[config.mk]
export PLATFORM = sky130hd
export DESIGN_NAME = fault_campaign_ctrl
export DESIGN_NICKNAME = d
export VERILOG_FILES = /design/src/rtl/fault_campaign_ctrl.sv
export SDC_FILE = /design/constraint.sdc
export NUM_CORES = 1
export LEC_CHECK = 0
export BUFFER_PORTS_ARGS = -buffer_cell sky130_fd_sc_hd__buf_2
export CAP_MARGIN = 20
export CORE_AREA = 2 2 213 215
export CTS_CLUSTER_SIZE = 25
export DETAILED_ROUTE_END_ITERATION = 12
export DIE_AREA = 0 0 215 217
export MAX_ROUTING_LAYER = met4
export PLACE_DENSITY_LB_ADDON = 0.1
export SYNTH_ARGS = -nofsm -noshare
export SYNTH_HDL_FRONTEND = slang
export SYNTH_SLANG_ARGS = --single-unit
[constraint.sdc]
create_clock -name clk -period 1.9 [get_ports clk]
set_input_delay 0.19 -clock clk [delete_from_list [all_inputs] [get_ports clk]]
set_output_delay 0.19 -clock clk [all_outputs]
set_load 0.02 [all_outputs]
[src/rtl/fault_campaign_ctrl.sv]
// Bit-by-bit fault injection sequencer: captures a golden ciphertext, then
// faults each bit in turn and hands each faulty ciphertext off over valid/ready.
module fault_campaign_ctrl #(
  parameter int AES_LAT   = 21,
  parameter int FIRST_BIT = 0,
  parameter int LAST_BIT  = 127
) (
  input  logic         clk,
  input  logic         rst,
  input  logic         start,
  input  logic [127:0] ciphertext,
  output logic         fault_en,
  output logic [6:0]   fault_bit,
  input  logic         cap_ready,
  output logic         cap_valid,
  output logic [6:0]   cap_bit,
  output logic [127:0] cap_faulty,
  output logic [127:0] cap_diff,
  output logic [127:0] golden,
  output logic [7:0]   hits,
  output logic         busy,
  output logic         done
);

  localparam logic [1:0] IDLE  = 2'd0;
  localparam logic [1:0] GOLD  = 2'd1;
  localparam logic [1:0] FAULT = 2'd2;
  localparam logic [1:0] CAP   = 2'd3;

  localparam logic [7:0] CNT_END  = 8'(AES_LAT - 1);
  localparam logic [6:0] FIRST_IX = 7'(FIRST_BIT);
  localparam logic [6:0] LAST_IX  = 7'(LAST_BIT);

  logic [1:0]   state;
  logic [7:0]   cnt;
  logic [127:0] diff;
  logic         cnt_end;
  logic         last;

  assign diff    = ciphertext ^ golden;
  assign cnt_end = (cnt == CNT_END);
  assign last    = (fault_bit == LAST_IX);

  always_ff @(posedge clk) begin
    if (rst) begin
      state      <= IDLE;
      cnt        <= '0;
      fault_en   <= 1'b0;
      fault_bit  <= '0;
      cap_valid  <= 1'b0;
      cap_bit    <= '0;
      cap_faulty <= '0;
      cap_diff   <= '0;
      golden     <= '0;
      hits       <= '0;
      busy       <= 1'b0;
      done       <= 1'b0;
    end else begin
      case (state)
        IDLE: if (start) begin
          state    <= GOLD;
          cnt      <= '0;
          busy     <= 1'b1;
          done     <= 1'b0;
          hits     <= '0;
          fault_en <= 1'b0;
        end
        GOLD: if (cnt_end) begin
          golden    <= ciphertext;
          fault_bit <= FIRST_IX;
          fault_en  <= 1'b1;
          cnt       <= '0;
          state     <= FAULT;
        end else begin
          cnt <= cnt + 8'd1;
        end
        FAULT: if (cnt_end) begin
          cap_faulty <= ciphertext;
          cap_diff   <= diff;
          cap_bit    <= fault_bit;
          cap_valid  <= 1'b1;
          // hits tracks captures that actually perturbed the output
          if ((|diff) && (hits != 8'hFF)) hits <= hits + 8'd1;
          state      <= CAP;
        end else begin
          cnt <= cnt + 8'd1;
        end
        CAP: if (cap_ready) begin
          cap_valid <= 1'b0;
          if (last) begin
            fault_en <= 1'b0;
            busy     <= 1'b0;
            done     <= 1'b1;
            state    <= IDLE;
          end else begin
            fault_bit <= fault_bit + 7'd1;
            cnt       <= '0;
            state     <= FAULT;
          end
        end
        default: state <= IDLE;
      endcase
    end
  end

endmodule

After elaboration in Yosys (flattened, before gate mapping)
Cells that the tools add are included.
{ "op_classes": {"bitwise_logic": 1, "n_eq_ne": 14, "n_reduce_logical": 17, "addsub": 3, "n_mux": 31} }
{ "op_table": {"columns": ["op", "n"], "rows": [
  ["OR reduction 128 bit", 1],
  ["XOR 128 bit", 1],
  ["two-way mux 8 bit", 7],
  ["case mux 8 bit (4 select lines)", 1],
  ["two-way mux 7 bit", 3],
  ["AND reduction 4 bit", 5],
  ["adder 8 x 1 -> 8 bit (second input constant)", 2],
  ["!= test 2 bit (second input constant)", 8],
  ["case mux 8 bit (2 select lines)", 1],
  ["case mux 7 bit (2 select lines)", 1],
  ["two-way mux 2 bit", 5],
  ["== test 8 x 5 -> 1 bit (second input constant)", 1],
  ["two-way mux 1 bit", 8],
  ["!= test 8 bit (second input constant)", 1],
  ["case mux 2 bit (4 select lines)", 1],
  ["nonzero test 2 bit", 4],
  ["adder 7 x 1 -> 7 bit (second input constant)", 1],
  ["== test 7 bit (second input constant)", 1],
  ["case mux 1 bit (2 select lines)", 3],
  ["AND reduction 5 bit", 1],
  ["== test 2 bit (second input constant)", 2],
  ["AND reduction 2 bit", 2],
  ["case mux 1 bit (3 select lines)", 1],
  ["AND reduction 3 bit", 1],
  ["other kinds (4)", 4]
]} }
{ "word_totals": {"input_bits": 132, "elab_cells": 78, "out_inout_bits": 410, "register_bits": 420} }

Longest topological paths before layout
{ "depth": {"depth_word": 6, "depth_mapped": 9, "depth_no_buf": 8} }

Least setup slack after synthesis
OpenSTA, ideal clock, no wires.
{ "synth_timing": {"kind": "register to register", "from": "register fault_bit[0]", "to": "register cnt[6]", "setup_slack_ps": -184, "t_arrival_ps": 1964, "n_path_buf": 1, "required_time_ps": 1780, "stages_incl_launch_ff": 10, "setup_ps": 120, "cell_sequence": "dfxtp_1 ha_1 nand3_1 or4_4 and3_1 buf_6 and3_4 nand4_2 xor2_1 nor2_1"} }
{ "synth_via": {"elab_chain_len": 3} }
{ "synth_rtl": {"columns": ["item", "line", "rtl"], "rows": [
  ["start, declared", "13", "output logic [6:0] fault_bit,"],
  ["start signal, assigned", "96", "fault_bit <= fault_bit + 7'd1;"],
  ["== test 7 bit", "42", "assign last = (fault_bit == LAST_IX);"],
  ["!= test 2 bit (no source line)", null, null],
  ["AND reduction 4 bit (no source line)", null, null],
  ["end signal, assigned", "75", "cnt <= cnt + 8'd1;"],
  ["end signal, assigned", "86", "cnt <= cnt + 8'd1;"],
  ["end, declared", "35", "logic [7:0] cnt;"]
]} }
No other way between the ends.
A chain may end at the register's enable or synchronous reset.

Worst setup path in the final report
{ "layout_timing": {"from": "input port ciphertext[62]", "to": "register hits[5]"} }
{ "layout_via": {"elab_chain_len": 5} }
{ "layout_rtl": {"columns": ["item", "line", "rtl"], "rows": [
  ["start, declared", "11", "input logic [127:0] ciphertext,"],
  ["XOR 128 bit", "40", "assign diff = ciphertext ^ golden;"],
  ["OR reduction 128 bit", "83", "if ((|diff) && (hits != 8'hFF)) hits <= hits + 8'd1;"],
  ["logical AND 1 bit", "83", null],
  ["!= test 2 bit (no source line)", null, null],
  ["AND reduction 4 bit (no source line)", null, null],
  ["end signal, assigned", "83", null],
  ["end, declared", "20", "output logic [7:0] hits,"]
]} }
No other way between the ends.

==> impl_metrics.yaml <==
setup_path:
  crit_type: "input pin to register"
  crit_fanout: 6
  worstPathRequired_ps: 2400
  r2r_slack_ps: -330
  max_stage_delay_ps: 620
  timing.rr.end: "hits[5]"
  end_kind: "register"
  setup.worst_path.start: "ciphertext[62]"
  worstRegToRegCells: 8
  crit_arrival_ps: 2760
  slowest_stage: "dlygate4sd3_1"
  regToRegStartpoint: "golden[62]"
  crit_path_start_kind: "input pin"
  endpoint: "hits[5]"
  cp_cell_sequence: "buf_2 -> dlygate4sd3_1 -> xnor2_1 -> nand4_1 -> buf_4 -> nor4_4 -> and4_4 -> a21oi_4 -> a21o_1 -> a31oi_1"
clock_tree:
  cts_buffers: 48
  cts.sinks: 420
  htree_levels: 2
  cts_tree: "built"
  cts_buffer_depth: 3
  clock-root-buffer: "clkbuf_16"
  clkTransAtPathRegs_ps: 60
  clkLatencyLatePin_ps: 580
drt:
  wl_per_cell_um: 19.6
  drt_iter0_markers: 1222
  viasPerCell: 5.02
  routed_wirelength_mm: 69.8
  drc: 0
  ant_nets: 0
  route.vias.total: 17900
  dr.pass1.iters: 5
floorplan:
  dieArea_um2: 46700
  die_h_um: 217
  rows: 78
  die_w_um: 215
  core_region_area_um2: 44700
  io_pins: 542
  start_util_pct: 36.2
final_layout:
  final_cell_area_um2: 28100
  drive_gt1_share_pct: 44.8
  syn_to_final_growth_pct: 73.9
  fin_nets: 3065
  fillers: 3837
  final_core_util_pct: 62.9
  ff_latch_area_um2: 8430
  multi_input_area_um2: 8640
synthesis:
  netlist_area_um2: 16200
  ys_top_cells_by_count: "555 x nand2_1, 420 x dfxtp_1, 274 x a21oi_1, 162 x nor2_1, 133 x xnor2_1"
  yosysUniqueCellTypes: 43
  synth_top_area_cell: "dfxtp_1"
  synth_warnings: 0
  synth_simple_gate_area_share_pct: 19.7
  avgSynthCellArea_um2: 8.31
  yosysMostFrequentCell: "nand2_1"
  synth.top_cell.area_share_pct: 52.0
  syn-num-nets: 2085
  synth_mux_area_share_pct: 0.186
  yosysSeqAreaShare_pct: 52.0
  synth_top_family_by_area: "simple AND/OR/NAND/NOR gates"
  synth_flop_cell: "dfxtp_1"
  synth_edf_count: 0
  ys_seq_elements: 420
  yosys.area_share.adder_pct: 0.619
  ys_async_sr_fraction_pct: 0
  synthCells: 1945
  synth_compound_area_share_pct: 15.7
  yosys-top-cells-area: "dfxtp_1 52%, nand2_1 13%, a21oi_1 8.5%, xnor2_1 7.2%, a211oi_1 6.0%"
  synth_xor_area_share_pct: 7.58
status:
  status: "finished with violations"
  violations: "negative setup slack"
global_routing:
  grt_pass1_vias: 16500
  overflow: 0
  met3_usage_pct: 5.42
  antenna_found_initial: 3
  grt_pass1_wl_mm: 95.0
  grt_start_max_net_pins: 79
  track_usage_pct: 26.6
  global_route.usage.met2_pct: 42.9
  met1_usage_pct: 32.6
  top_usage_layer: "met2"
flow_run:
  maxCapViolCount: 0
timing:
  fin_ws_ps: -357
  fin_crit_sh_pct: 119
  clock_skew_ps: 17.7
  finalCriticalPeriod_ps: 2260
  worst_slew_pin_slew_ps: 453
  setup_violations: 263
  slew-limit-headroom_pct: 69.5
  drv_slew: 0
  rsz0062_at_grt: "yes"
  fmax_mhz: 443
  hold_violations: 0
power_and_ir_drop:
  vdd_drop_max_uv: 623
  p_per_area_nw_per_um2: 733
  p_leak_uw: 0.0119
placement:
  dpl.hpwl_mm: 40.5
  gp_congestion: 0.879
  placed_cell_area_um2: 21600
  io_buffers: 541
worst_hold_path:
  min_path_type: "input pin to register"
[kinds of logic (layout without fill, tap and decap cells)]
group           count (synthesis)  count (layout)
compound gates                431             432
other cells                     0               2
fa+ha+maj                       8               8
simple gates                  794             794
mux                             3               3
buf+inv                       149            1164
flops                         420             420
xor+xnor                      140             140
[power by group]
part | internal (uW) | total (uW) | switching [uW]
Clock | 5820 | 9610 | 3780
Sequential | 8870 | 8920 | 51.4
Combinational | 984 | 2080 | 1090
[placed cells by master (no fill, tap or decap), types with 31 or more instances in the layout]
| master | netlist | routed |
|---|---|---|
| a211oi_1 | 129 | 34 |
| a211oi_2 | 1 | 94 |
| a21oi_1 | 274 | 197 |
| a21oi_2 | 1 | 78 |
| buf_12 | 0 | 31 |
| buf_16 | 0 | 32 |
| buf_2 | 55 | 540 |
| buf_4 | 10 | 274 |
| clkbuf_16 | 0 | 78 |
| dfxtp_1 | 420 | 409 |
| dlygate4sd3_1 | 0 | 134 |
| nand2_1 | 555 | 502 |
| nand2_4 | 0 | 37 |
| nand4_1 | 36 | 36 |
| nor2_1 | 162 | 116 |
| nor2_2 | 0 | 34 |
| xnor2_1 | 133 | 125 |
[through the flow]
| step | setup slack, ps | std cells | total power, uW | hold slack [ps] | TNS, ps |
|---|---|---|---|---|---|
| after floorplan | 11.5 | 1945 | 9850 | 326 | 0 |
| after global placement | -703 | 3240 | 10700 | 439 | -6460 |
| after detailed placement | -729 | 3240 | 10700 | 444 | -13000 |
| after CTS | -335 | 3506 | 20500 | -32.8 | -2960 |
| after global routing | -419 | 3563 | 21300 | 42.4 | -36710 |
| final | -357 | 3563 | 20600 | 48.8 | -20250 |
[how the worst min path moves through the flow]
stage / start / endpoint / slack (ps) / depth (start not counted)
finish: ciphertext[27] / cap_diff[27] / 50 / 4
global route: ciphertext[66] / cap_diff[66] / 40 / 3
CTS: rst / cap_faulty[25] / -30 / 2
detailed placement: cap_faulty[17] / cap_faulty[17] / 440 / 2
global placement: cap_faulty[121] / cap_faulty[121] / 440 / 2
floorplan: ciphertext[0] / golden[0] / 330 / 2
[flip-flops by register name (all words and copies together) (netlist names)]
| register | count |
|---|---|
| cap_bit | 7 |
| state | 2 |
| cnt | 8 |
| fault_bit | 7 |
| busy | 1 |
| cap_valid | 1 |
| golden | 128 |
| cap_diff | 128 |
| cap_faulty | 128 |
| done | 1 |
| fault_en | 1 |
| hits | 8 |
[cell type report]
| type | instances | share of cell area, % |
|---|---|---|
| Multi-Input combinational cell | 1377 | 30.7 |
| Timing Repair Buffer | 1063 | 30.6 |
| Sequential cell | 420 | 30.0 |
| Clock buffer | 71 | 5.04 |
| Tap cell | 600 | 2.67 |
| Clock inverter | 15 | 0.725 |
| Inverter | 15 | 0.200 |
| Antenna cell | 2 | 0.0178 |
[worst max-delay path, delay by kind of cell]
family                 cells  cell delay, ps
AO/OA/AOI/OAI              3             420
AND/OR/NAND/NOR            3             890
buffers and inverters      3             960
XOR/XNOR                   1             280
[what timing repair did]
action,4_1_cts,5_1_grt
setup endpoints to repair,246,310
cloned,27,35
buffers inserted,21,26
hold buffers,132,2
hold endpoints to repair,312,3
pin swaps,34,173
gates resized for setup,73,367
[layer usage]
layer	routed length [um]	share of wire (%)	up-vias
li1	-	-	8503
met1	28500	41	8600
met2	33700	48	632
met3	4930	7.1	145
met4	2660	3.8	0
met5	0	0	-
No activity file was read; power rests on OpenSTA's default activity.
